$ cat src/rtl/fb_write_arbiter3.sv
// Frame-buffer write arbiter for the triple-camera QQVGA capture path.
// Each camera pushes {pixel address, pixel word} into its own small FIFO;
// a round-robin scheduler drains one entry per clk into a registered write
// port, relocating each camera's address into its own buffer region.

// One capture channel: range check, FIFO, sticky error flags, frame toggle.
module fb_wa_chan #(
    parameter int c_img_pxls    = 19200,
    parameter int c_nb_img_pxls = 15,
    parameter int c_nb_buf      = 12,
    parameter int c_nb_fifo     = 2
) (
    input  logic                     clk,
    input  logic                     rst,
    input  logic                     we,
    input  logic                     en,
    input  logic [c_nb_img_pxls-1:0] addr,
    input  logic [c_nb_buf-1:0]      din,
    input  logic                     pop,
    input  logic                     newframe,
    input  logic                     clr_err,
    output logic                     req,
    output logic [c_nb_img_pxls-1:0] rd_addr,
    output logic [c_nb_buf-1:0]      rd_data,
    output logic                     overflow,
    output logic                     range_err,
    output logic                     frame_tgl
);
    localparam int DEPTH = 1 << c_nb_fifo;
    localparam int EW    = c_nb_img_pxls + c_nb_buf;
    localparam logic [c_nb_img_pxls-1:0] IMG_LIM  = c_nb_img_pxls'(c_img_pxls);
    localparam logic [c_nb_fifo:0]       FULL_CNT = (c_nb_fifo + 1)'(DEPTH);

    logic [EW-1:0]          mem_q [DEPTH];
    logic [c_nb_fifo-1:0]   wr_ptr_q, rd_ptr_q;
    logic [c_nb_fifo:0]     cnt_q, cnt_d;
    logic                   ovf_q, ovf_d, rerr_q, rerr_d, tgl_q;
    logic                   attempt, bad_addr, full, drop_full, push;

    // A full FIFO still accepts a push when the same cycle pops it.
    always_comb begin
        attempt   = we & en;
        bad_addr  = attempt & (addr >= IMG_LIM);
        full      = (cnt_q == FULL_CNT);
        drop_full = attempt & ~bad_addr & full & ~pop;
        push      = attempt & ~bad_addr & ~drop_full;
        cnt_d     = cnt_q;
        case ({push, pop})
            2'b10:   cnt_d = cnt_q + 1'b1;
            2'b01:   cnt_d = cnt_q - 1'b1;
            default: cnt_d = cnt_q;
        endcase
        // clear first so a coincident error event wins
        ovf_d  = clr_err ? 1'b0 : ovf_q;
        rerr_d = clr_err ? 1'b0 : rerr_q;
        if (drop_full) ovf_d  = 1'b1;
        if (bad_addr)  rerr_d = 1'b1;
    end

    // FIFO storage; contents are don't-care while the entry is not counted.
    always_ff @(posedge clk) begin
        if (push) mem_q[wr_ptr_q] <= {addr, din};
    end

    // FIFO pointers, occupancy, sticky flags and frame toggle.
    always_ff @(posedge clk or posedge rst) begin
        if (rst) begin
            wr_ptr_q <= '0;
            rd_ptr_q <= '0;
            cnt_q    <= '0;
            ovf_q    <= 1'b0;
            rerr_q   <= 1'b0;
            tgl_q    <= 1'b0;
        end else begin
            if (push) wr_ptr_q <= wr_ptr_q + 1'b1;
            if (pop)  rd_ptr_q <= rd_ptr_q + 1'b1;
            cnt_q  <= cnt_d;
            ovf_q  <= ovf_d;
            rerr_q <= rerr_d;
            tgl_q  <= tgl_q ^ newframe;
        end
    end

    assign req       = (cnt_q != '0);
    assign rd_addr   = mem_q[rd_ptr_q][EW-1:c_nb_buf];
    assign rd_data   = mem_q[rd_ptr_q][c_nb_buf-1:0];
    assign overflow  = ovf_q;
    assign range_err = rerr_q;
    assign frame_tgl = tgl_q;
endmodule

module fb_write_arbiter3 #(
    parameter int c_img_pxls    = 19200,
    parameter int c_nb_img_pxls = 15,
    parameter int c_nb_mem_addr = 16,
    parameter int c_nb_buf      = 12,
    parameter int c_nb_fifo     = 2
) (
    input  logic                     clk,
    input  logic                     rst,
    input  logic [2:0]               cam_we,
    input  logic [c_nb_img_pxls-1:0] cam_addr0,
    input  logic [c_nb_img_pxls-1:0] cam_addr1,
    input  logic [c_nb_img_pxls-1:0] cam_addr2,
    input  logic [c_nb_buf-1:0]      cam_dout0,
    input  logic [c_nb_buf-1:0]      cam_dout1,
    input  logic [c_nb_buf-1:0]      cam_dout2,
    input  logic [2:0]               cam_newframe,
    input  logic [2:0]               enable,
    input  logic                     clr_err,
    output logic                     mem_we,
    output logic [c_nb_mem_addr-1:0] mem_addr,
    output logic [c_nb_buf-1:0]      mem_din,
    output logic [2:0]               overflow,
    output logic [2:0]               range_err,
    output logic [2:0]               frame_tgl
);
    localparam int NCH = 3;
    localparam logic [c_nb_mem_addr-1:0] BASE1 = c_nb_mem_addr'(c_img_pxls);
    localparam logic [c_nb_mem_addr-1:0] BASE2 = c_nb_mem_addr'(2 * c_img_pxls);

    logic [NCH-1:0][c_nb_img_pxls-1:0] addr_in, rd_addr;
    logic [NCH-1:0][c_nb_buf-1:0]      din_in, rd_data;
    logic [NCH-1:0]                    req, pop;

    logic [1:0]               last_gnt_q, last_gnt_d;
    logic [1:0]               gnt_idx, c1, c2;
    logic                     gnt_vld;
    logic [c_nb_mem_addr-1:0] base;
    logic                     mem_we_q, mem_we_d;
    logic [c_nb_mem_addr-1:0] mem_addr_q, mem_addr_d;
    logic [c_nb_buf-1:0]      mem_din_q, mem_din_d;

    assign addr_in = {cam_addr2, cam_addr1, cam_addr0};
    assign din_in  = {cam_dout2, cam_dout1, cam_dout0};

    for (genvar gi = 0; gi < NCH; gi++) begin : g_chan
        fb_wa_chan #(
            .c_img_pxls   (c_img_pxls),
            .c_nb_img_pxls(c_nb_img_pxls),
            .c_nb_buf     (c_nb_buf),
            .c_nb_fifo    (c_nb_fifo)
        ) u_chan (
            .clk      (clk),
            .rst      (rst),
            .we       (cam_we[gi]),
            .en       (enable[gi]),
            .addr     (addr_in[gi]),
            .din      (din_in[gi]),
            .pop      (pop[gi]),
            .newframe (cam_newframe[gi]),
            .clr_err  (clr_err),
            .req      (req[gi]),
            .rd_addr  (rd_addr[gi]),
            .rd_data  (rd_data[gi]),
            .overflow (overflow[gi]),
            .range_err(range_err[gi]),
            .frame_tgl(frame_tgl[gi])
        );
    end

    function automatic logic [1:0] inc3(input logic [1:0] x);
        return (x == 2'd2) ? 2'd0 : x + 2'd1;
    endfunction

    // Round-robin grant: search starts just after the last winner, which
    // itself is checked last.
    always_comb begin
        c1      = inc3(last_gnt_q);
        c2      = inc3(c1);
        gnt_vld = 1'b1;
        gnt_idx = last_gnt_q;
        if (req[c1])              gnt_idx = c1;
        else if (req[c2])         gnt_idx = c2;
        else if (req[last_gnt_q]) gnt_idx = last_gnt_q;
        else                      gnt_vld = 1'b0;
        pop        = gnt_vld ? (3'b001 << gnt_idx) : 3'b000;
        last_gnt_d = gnt_vld ? gnt_idx : last_gnt_q;
    end

    // Relocate the popped pixel address into the winner's buffer region.
    always_comb begin
        case (gnt_idx)
            2'd0:    base = '0;
            2'd1:    base = BASE1;
            default: base = BASE2;
        endcase
        mem_we_d   = gnt_vld;
        mem_addr_d = mem_addr_q;
        mem_din_d  = mem_din_q;
        if (gnt_vld) begin
            mem_addr_d = base + c_nb_mem_addr'(rd_addr[gnt_idx]);
            mem_din_d  = rd_data[gnt_idx];
        end
    end

    // Scheduler state and registered write port.
    always_ff @(posedge clk or posedge rst) begin
        if (rst) begin
            last_gnt_q <= 2'd2;
            mem_we_q   <= 1'b0;
            mem_addr_q <= '0;
            mem_din_q  <= '0;
        end else begin
            last_gnt_q <= last_gnt_d;
            mem_we_q   <= mem_we_d;
            mem_addr_q <= mem_addr_d;
            mem_din_q  <= mem_din_d;
        end
    end

    assign mem_we   = mem_we_q;
    assign mem_addr = mem_addr_q;
    assign mem_din  = mem_din_q;
endmodule

$ cat config.mk
export PLATFORM = sky130hd
export DESIGN_NAME = fb_write_arbiter3
export DESIGN_NICKNAME = d
export VERILOG_FILES = /design/src/rtl/fb_write_arbiter3.sv
export SDC_FILE = /design/constraint.sdc
export NUM_CORES = 1
export LEC_CHECK = 0
export BUFFER_PORTS_ARGS = -buffer_cell sky130_fd_sc_hd__buf_2
export CAP_MARGIN = 40
export CELL_PAD_IN_SITES_DETAIL_PLACEMENT = 0
export CELL_PAD_IN_SITES_GLOBAL_PLACEMENT = 1
export CORE_MARGIN = 2
export CORE_UTILIZATION = 51
export DETAILED_ROUTE_END_ITERATION = 10
export PLACE_DENSITY_LB_ADDON = 0.2
export SYNTH_ARGS = -nofsm -noshare
export SYNTH_HDL_FRONTEND = slang
export SYNTH_HIERARCHICAL = 1
export SYNTH_SLANG_ARGS = --single-unit
$ cat constraint.sdc
create_clock -name clk -period 5.1 [get_ports clk]
set_clock_uncertainty 0.1 [all_clocks]
set_input_delay 0.255 -clock clk [delete_from_list [all_inputs] [get_ports clk]]
set_output_delay 0.255 -clock clk [all_outputs]
set_load 0.03 [all_outputs]
* Word-level counts from Yosys, hierarchy flattened
Memory sizes are Yosys's and may differ from the RTL's. Index checks and enable logic that the tools add are counted.
Storage, ports and cells: flip-flop bits (word level) 61, bits in writable memories 324, input port bits 93, output and inout bits 38, memories kept 3
Memory list:
- g_chan[0].u_chan.mem_q | depth 4, width 27, rd ports 1, clocked after memory_dff 0, write ports 1, RTL line 34 | logic [EW-1:0] mem_q [DEPTH];
- g_chan[1].u_chan.mem_q | depth 4, width 27, rd ports 1, clocked after memory_dff 0, write ports 1, RTL line 34
- g_chan[2].u_chan.mem_q | depth 4, width 27, rd ports 1, clocked after memory_dff 0, write ports 1, RTL line 34
Cells by class: $add $sub $neg 15, $lt $le $gt $ge 7, equality and inequality tests 12, shift operators 1, multiplexer cells 35, bitwise operators 30, reductions and logical operators 13
Operator list (count):
- $ge A15 B15 Y1 const B | 3
- $pmux W16 S2 | 1
- $bmux W15 S2 | 1
- $bmux W12 S2 | 1
- $mux W1 | 19
- $and A1 B1 Y1 | 18
- $pmux W3 S2 | 3
- $reduce_bool A2 Y1 | 9
- $add A16 B15 Y16 | 1
- $add A2 B1 Y2 const B | 8
- $mux W15 | 1
- $lt A2 B3 Y1 const B | 4
- $mux W12 | 1
- $eq A2 B2 Y1 const B | 5
- $add A3 B1 Y3 const B | 3
- $eq A3 B3 Y1 const B | 3
- $not A1 Y1 | 9
- $reduce_bool A3 Y1 | 3
- $sub A3 B1 Y3 const B | 3
- $eq A2 B1 Y1 const B | 4
- $mux W2 | 4
- $bmux W1 S2 | 3
- $mux W3 | 1
- $shl A1 B2 Y3 const A | 1
- other kinds (2) | 4

* Logic depth before layout (Yosys ltp)
depth after elaboration 16, depth in mapped cells 16, gate-level depth less buffers 15

* By module
The synthesis kept the hierarchy.
Modules (own cells, without submodules):
- fb_wa_chan | times used 3, cells an instance 193, area each 4466.8 µm², seq. area each 3493.4 µm²
- fb_write_arbiter3 | times used 1, cells an instance 227, area each 2011.9 µm², seq. area each 777.0 µm²

* Worst setup path before layout
No wires, ideal clock.
kind register to register, start register g_chan[1].u_chan.cnt_q[0], end memory g_chan[1].u_chan/mem_q[0][0] (netlist name), enable pin, library setup time 0.377 ns, arrival time 3.080 ns, slack 1.542 ns, stages on the path, launching flop included 10, buffers on the path 2, cells stage by stage dfrtp_1 -> or3_1 -> nor2_1 -> a21boi_0 -> clkbuf_1 -> clkbuf_1 -> nor2_1 -> or4b_4 -> o2111a_4 -> and2_1
Between the ends: cells in the longest elaborated chain, start to end 13, elaborated cells between the ends (all ways) 22, classes of those cells eq/ne: 1; shift: 1; mux: 14; bitwise: 5; reduce/logical: 1
Ends and longest elaborated chain:
- from (decl) | RTL line 36 | logic [c_nb_fifo:0] cnt_q, cnt_d;
- from (signal assigned) | RTL line 77 | cnt_q <= cnt_d;
- $reduce_bool A3 Y1 (*) | RTL line 84 | assign req = (cnt_q != '0);
- via req[1] | RTL line 124 | logic [NCH-1:0] req, pop;
- $bmux W1 S2 (on tied branches) | RTL line 174, 175
- $mux W1 (on tied branches) | RTL line 174, 175
- $mux W2 or $mux W1 (tied branches) | RTL line 174, 175
- $mux W2 or $mux W1 (tied branches) | RTL line 173, 174
- $shl A1 B2 Y3 or $mux W1 (tied branches) | RTL line 177, 173
- $mux W3 (*) | RTL line 177 | pop = gnt_vld ? (3'b001 << gnt_idx) : 3'b000;
- via pop[1] | RTL line 124
- $not A1 Y1 (*) | RTL line 45 | drop_full = attempt & ~bad_addr & full & ~pop;
- $and A1 B1 Y1 (*) | RTL line 45
- $not A1 Y1 (*) | RTL line 46 | push = attempt & ~bad_addr & ~drop_full;
- $and A1 B1 Y1 (*) | RTL line 46
- $mux W1 (*) | RTL line 62 | if (push) mem_q[wr_ptr_q] <= {addr, din};
- $mux W1 (not written as such) (*) | RTL line 62
- to (decl) | RTL line 34
Mark *: on every way through the listed nets, which the timed path passes. The rest lies on a longest branch. The select of a mux whose other input is x is not followed.

* Worst setup path in the final report
start register g_chan[2].u_chan.cnt_q[0], end register mem_addr_q[14], in the netlist mem_addr[14]
Between the ends: cells in the longest elaborated chain, start to end 8, elaborated cells between the ends (all ways) 18, classes of those cells add/sub: 1; eq/ne: 1; mux: 14; reduce/logical: 2
Ends and longest elaborated chain:
- from (decl) | RTL line 36
- from (signal assigned) | RTL line 77
- $reduce_bool A3 Y1 (*) | RTL line 84
- via req[2] | RTL line 124
- $bmux W1 S2 | RTL line 174 | else if (req[c2]) gnt_idx = c2;
- $mux W1 (not written as such) | RTL line 174
- $mux W2 | RTL line 174
- $mux W2 | RTL line 173 | if (req[c1]) gnt_idx = c1;
- $eq A2 B1 Y1 (tied with other cells) | RTL line 183 | case (gnt_idx)
- $pmux W16 S2 or $mux W15 (tied branches) | RTL line 183, 192
- $add A16 B15 Y16 | RTL line 192 | mem_addr_d = base + c_nb_mem_addr'(rd_addr[gnt_idx]);
- to (signal assigned) | RTL line 207 | mem_addr_q <= mem_addr_d;
- to (decl) | RTL line 131 | logic [c_nb_mem_addr-1:0] mem_addr_q, mem_addr_d;
Marks and branches as above. A chain may end at the register's enable or synchronous reset.

==> run_results.csv <==
group,metric,value,unit
synthesis,ys_warn_count,6,
drt,vias,8143,
worst_setup_path,crit_path_start,"g_chan[2].u_chan/cnt_q[0]",
cts,path_clk_slew,60,ps
timing,hold_viol,0,
worst_setup_path,worstSetupPathType,"flip-flop to flip-flop",
global_routing,grt_usage,0.206,
drt,drt_wl_total,31600,um
placed_design,dp_slack,1140,ps
finish,n_fill_cell,2075,
pwr,peakVddDrop,0.352,mV
cts,cts.sinks,385,
timing,setup_viol,0,
cts,cts_tree,"yes",
placed_design,io_buffers,130,
timing,final.setup.tns,0,ps
pwr,leakagePower,6.80,nW
pwr,combPwrFrac,0.353,
worst_setup_path,end_kind,"flip-flop",
timing,final.period_utilization,0.785,
hold_path,min-delay-start,"enable[0]",
finish,areaGrowthSynthToFinish,22.1,%
finish,diodes,0,
pwr,internal_power,7.31,mW
synthesis,synthArstFlopShare,0.158,
floorplan,dieArea,31600,sq um
global_routing,grt_pass1_wl,48200,um
synthesis,synth_nets,921,
global_routing,gr-total-overflow,0,
synthesis,syn_area,15400,sq um
worst_setup_path,crit_fanout,17,
cts,post_cts_buffers,0,
drt,drt_pre_antenna_iters,5,
pwr,p_sw_frac,0.325,
job,drv_cap,0,
placed_design,dp_hpwl,20300,um
floorplan,die_x,178,um
timing,layout_setup_ws,1100,ps
timing,fmax,250,MHz
drt,via_per_inst,5.51,
timing,worst_pin_slew,588,ps
pwr,p_per_area,576,nW/um^2
drt,drt_iter0_markers,668,
cts,cts_root_buf,"clkbuf_16",
finish,mostFrequentLayoutCell,"edfxtp_1",
global_routing,grt_pass1_vias,8431,
cts,clk_path_buf_depth,3,
global_routing,antenna_found_initial,0,
floorplan,std_cell_rows,63,
cts,h-tree-depth,2,
worst_setup_path,cp_slowest_stage_delay,460,ps
outcome,status,"finished, final reports clean",
synthesis,yosys-top-cells-area,"edfxtp_1 (63%), mux4_2 (12%), dfrtp_1 (9.7%)",
synthesis,synth_top_area_cell,"edfxtp_1",
synthesis,synth.top_cell.area_share,0.631,
synthesis,synth_cell_type_count,54,
placed_design,gp_congestion,0.787,
timing,maxSlewViolCount,0,
hold_path,min_path_cells,3,
pwr,clockPowerShare,0.266,
cts,insertion_delay,530,ps
pwr,seqPwrFrac,0.381,
floorplan,io-pin-count,131,
synthesis,netlist_instances,806,
drt,wl_per_cell,21.4,um
synthesis,syn_avg_cell_area,19.1,sq um
synthesis,synth_edf_count,324,
worst_setup_path,reg2reg_from,"g_chan[2].u_chan/cnt_q[0]",
synthesis,synthFlopType,"edfxtp_1",
timing,min_period,4000,ps
hold_path,hold_path_class,"input pin to flip-flop",
global_routing,grt_max_degree,33,
floorplan,core-area,29700,sq um
worst_setup_path,rr_worst_depth,17,
finish,layout_common_cells,"edfxtp_1 (324), buf_2 (130), dlygate4sd3_1 (86), mux4_2 (81), dfrtp_1 (57)",
cts,cts_made_buffers,41,
worst_setup_path,crit_required,5450,ps
finish,drive_gt1_frac,0.304,
worst_setup_path,cpMaxStageDelayCell,"or3_1",
pwr,p_sw,3.52,mW
timing,slew_headroom,0.606,
worst_setup_path,startpoint_type,"flip-flop",
synthesis,yosysSeqAreaShare,0.730,
drt,ant_nets,0,
floorplan,initial_core_util,0.519,
worst_setup_path,critPathArrivalTime,4350,ps
drt,route.detailed.drc,0,
floorplan,die_h,178,um
timing,rsz0062_at_grt,"false",
synthesis,synth_seq_cells,385,
finish,nets,1172,
worst_setup_path,cp_cell_sequence,"or3_1 -> nor2b_1 -> a22oi_1 -> buf_4 -> inv_2 -> nor2_1 -> buf_4 -> nand2_1 -> o21ai_0 -> ha_1 -> inv_1 -> fa_1 -> nor2b_1 -> o31a_1 -> or2_0 -> o311ai_0 -> a31oi_1",
-- area by class of cell --
cell class / instances / area [sq um] / area share
multi-input combinational: 360 / 3920 / 0.209
tap: 390 / 488 / 0.0259
clock inverter: 21 / 184 / 0.00978
sequential: 385 / 11300 / 0.599
timing repair buffer: 242 / 1730 / 0.0918
clock buffer: 52 / 1130 / 0.0601
inverter: 27 / 101 / 0.00539
-- synthesized netlist by cell type (4+ instances only) --
master    number
a21o_1         5
a21oi_1        7
a221oi_1      15
a22oi_1        4
a31oi_1        5
and2_1        15
and3_1         4
buf_1          8
buf_2         14
clkbuf_1      12
dfrtp_1       60
edfxtp_1     324
fa_1           4
ha_1          18
inv_1         25
mux2_1         4
mux2_2        14
mux2i_1        6
mux4_2        81
nand2_1       31
nand4_1        4
nor2_1        49
nor2b_1        8
o21ai_0       12
o21ai_1        6
xnor2_1       12
xor2_1         8
-- metal layers --
layer | wire, um | part of all wire | track usage
met2 | 16100 | 0.51 | 0.351
met3 | 1380 | 0.044 | 0.0298
met4 | 617 | 0.020 | 0.0516
met5 | 0 | 0 | 0
met1 | 13400 | 0.43 | 0.282
-- cell families (layout without fill, tap and decap cells) --
logic type               after synthesis  count (layout)  synth area share
flip-flops                           385             385             0.730
AND/OR/NAND/NOR                      125             125            0.0393
multiplexers                         108             108             0.140
AO/OA/AOI/OAI                         85              85            0.0434
buffers and inverters                 61             342            0.0160
adder cells (fa/ha/maj)               22              22            0.0198
XOR/XNOR                              20              20            0.0114
-- repair_timing --
item                       4_1_cts  5_1_grt
hold buffers                    86        0
setup endpoints to repair        0        0
hold endpoints to repair       393        0
resized for setup                0        0
-- critical path: cells and delay by family, from the launching register on --
kind	cells	cell delay, ps
AOI/OAI and AO/OA	5	700
and+or+nand+nor	6	1340
adders and majority gates	2	670
buffers and inverters	4	650
DFF	1	430
-- stage by stage --
| step | area [sq um] | hold WS (ps) | utilization | std cells | power, mW |
|---|---|---|---|---|---|
| after global placement | 16600 | 207 | 0.559 | 1317 | 8.00 |
| after CTS | 18800 | 100 | 0.633 | 1477 | 11.0 |
| after global routing | 18800 | 152 | 0.633 | 1477 | 11.5 |
| final | 18800 | 136 | 0.633 | 1477 | 10.8 |
| after floorplan | 15400 | -4.82 | - | 806 | 6.95 |
| after detailed placement | 16600 | 213 | 0.560 | 1318 | 8.01 |
-- state kept, by name (all words and copies together) (netlist names) --
name / flops
g_chan.u_chan/wr_ptr_q: 6
g_chan.u_chan/cnt_q: 9
g_chan.u_chan/overflow: 3
mem_din: 12
mem_we: 1
last_gnt_q: 2
g_chan.u_chan/mem_q: 324
g_chan.u_chan/frame_tgl: 3
g_chan.u_chan/range_err: 3
mem_addr: 16
g_chan.u_chan/rd_ptr_q: 6
-- power by group through the flow --
stage | Combinational (mW) | Sequential (mW) | Clock [mW]
global placement | 3.81 | 4.19 | 0
detailed placement | 3.81 | 4.20 | 0
global route | 4.21 | 4.18 | 3.06
finish | 3.83 | 4.13 | 2.88
CTS | 3.89 | 4.14 | 2.93
floorplan | 2.63 | 4.32 | 0
-- final timing paths --
path	slack (ps)	end
worst max register to register	1100	mem_addr[14]
worst min register to register	360	g_chan[0].u_chan/frame_tgl
max in group asynchronous	4260	mem_din[6]
worst max-delay path	1100	mem_addr[14]
worst min-delay path	140	g_chan[0].u_chan/range_err
min in group asynchronous	200	g_chan[0].u_chan/range_err
Note: power is estimated with default switching activity, not from simulation.
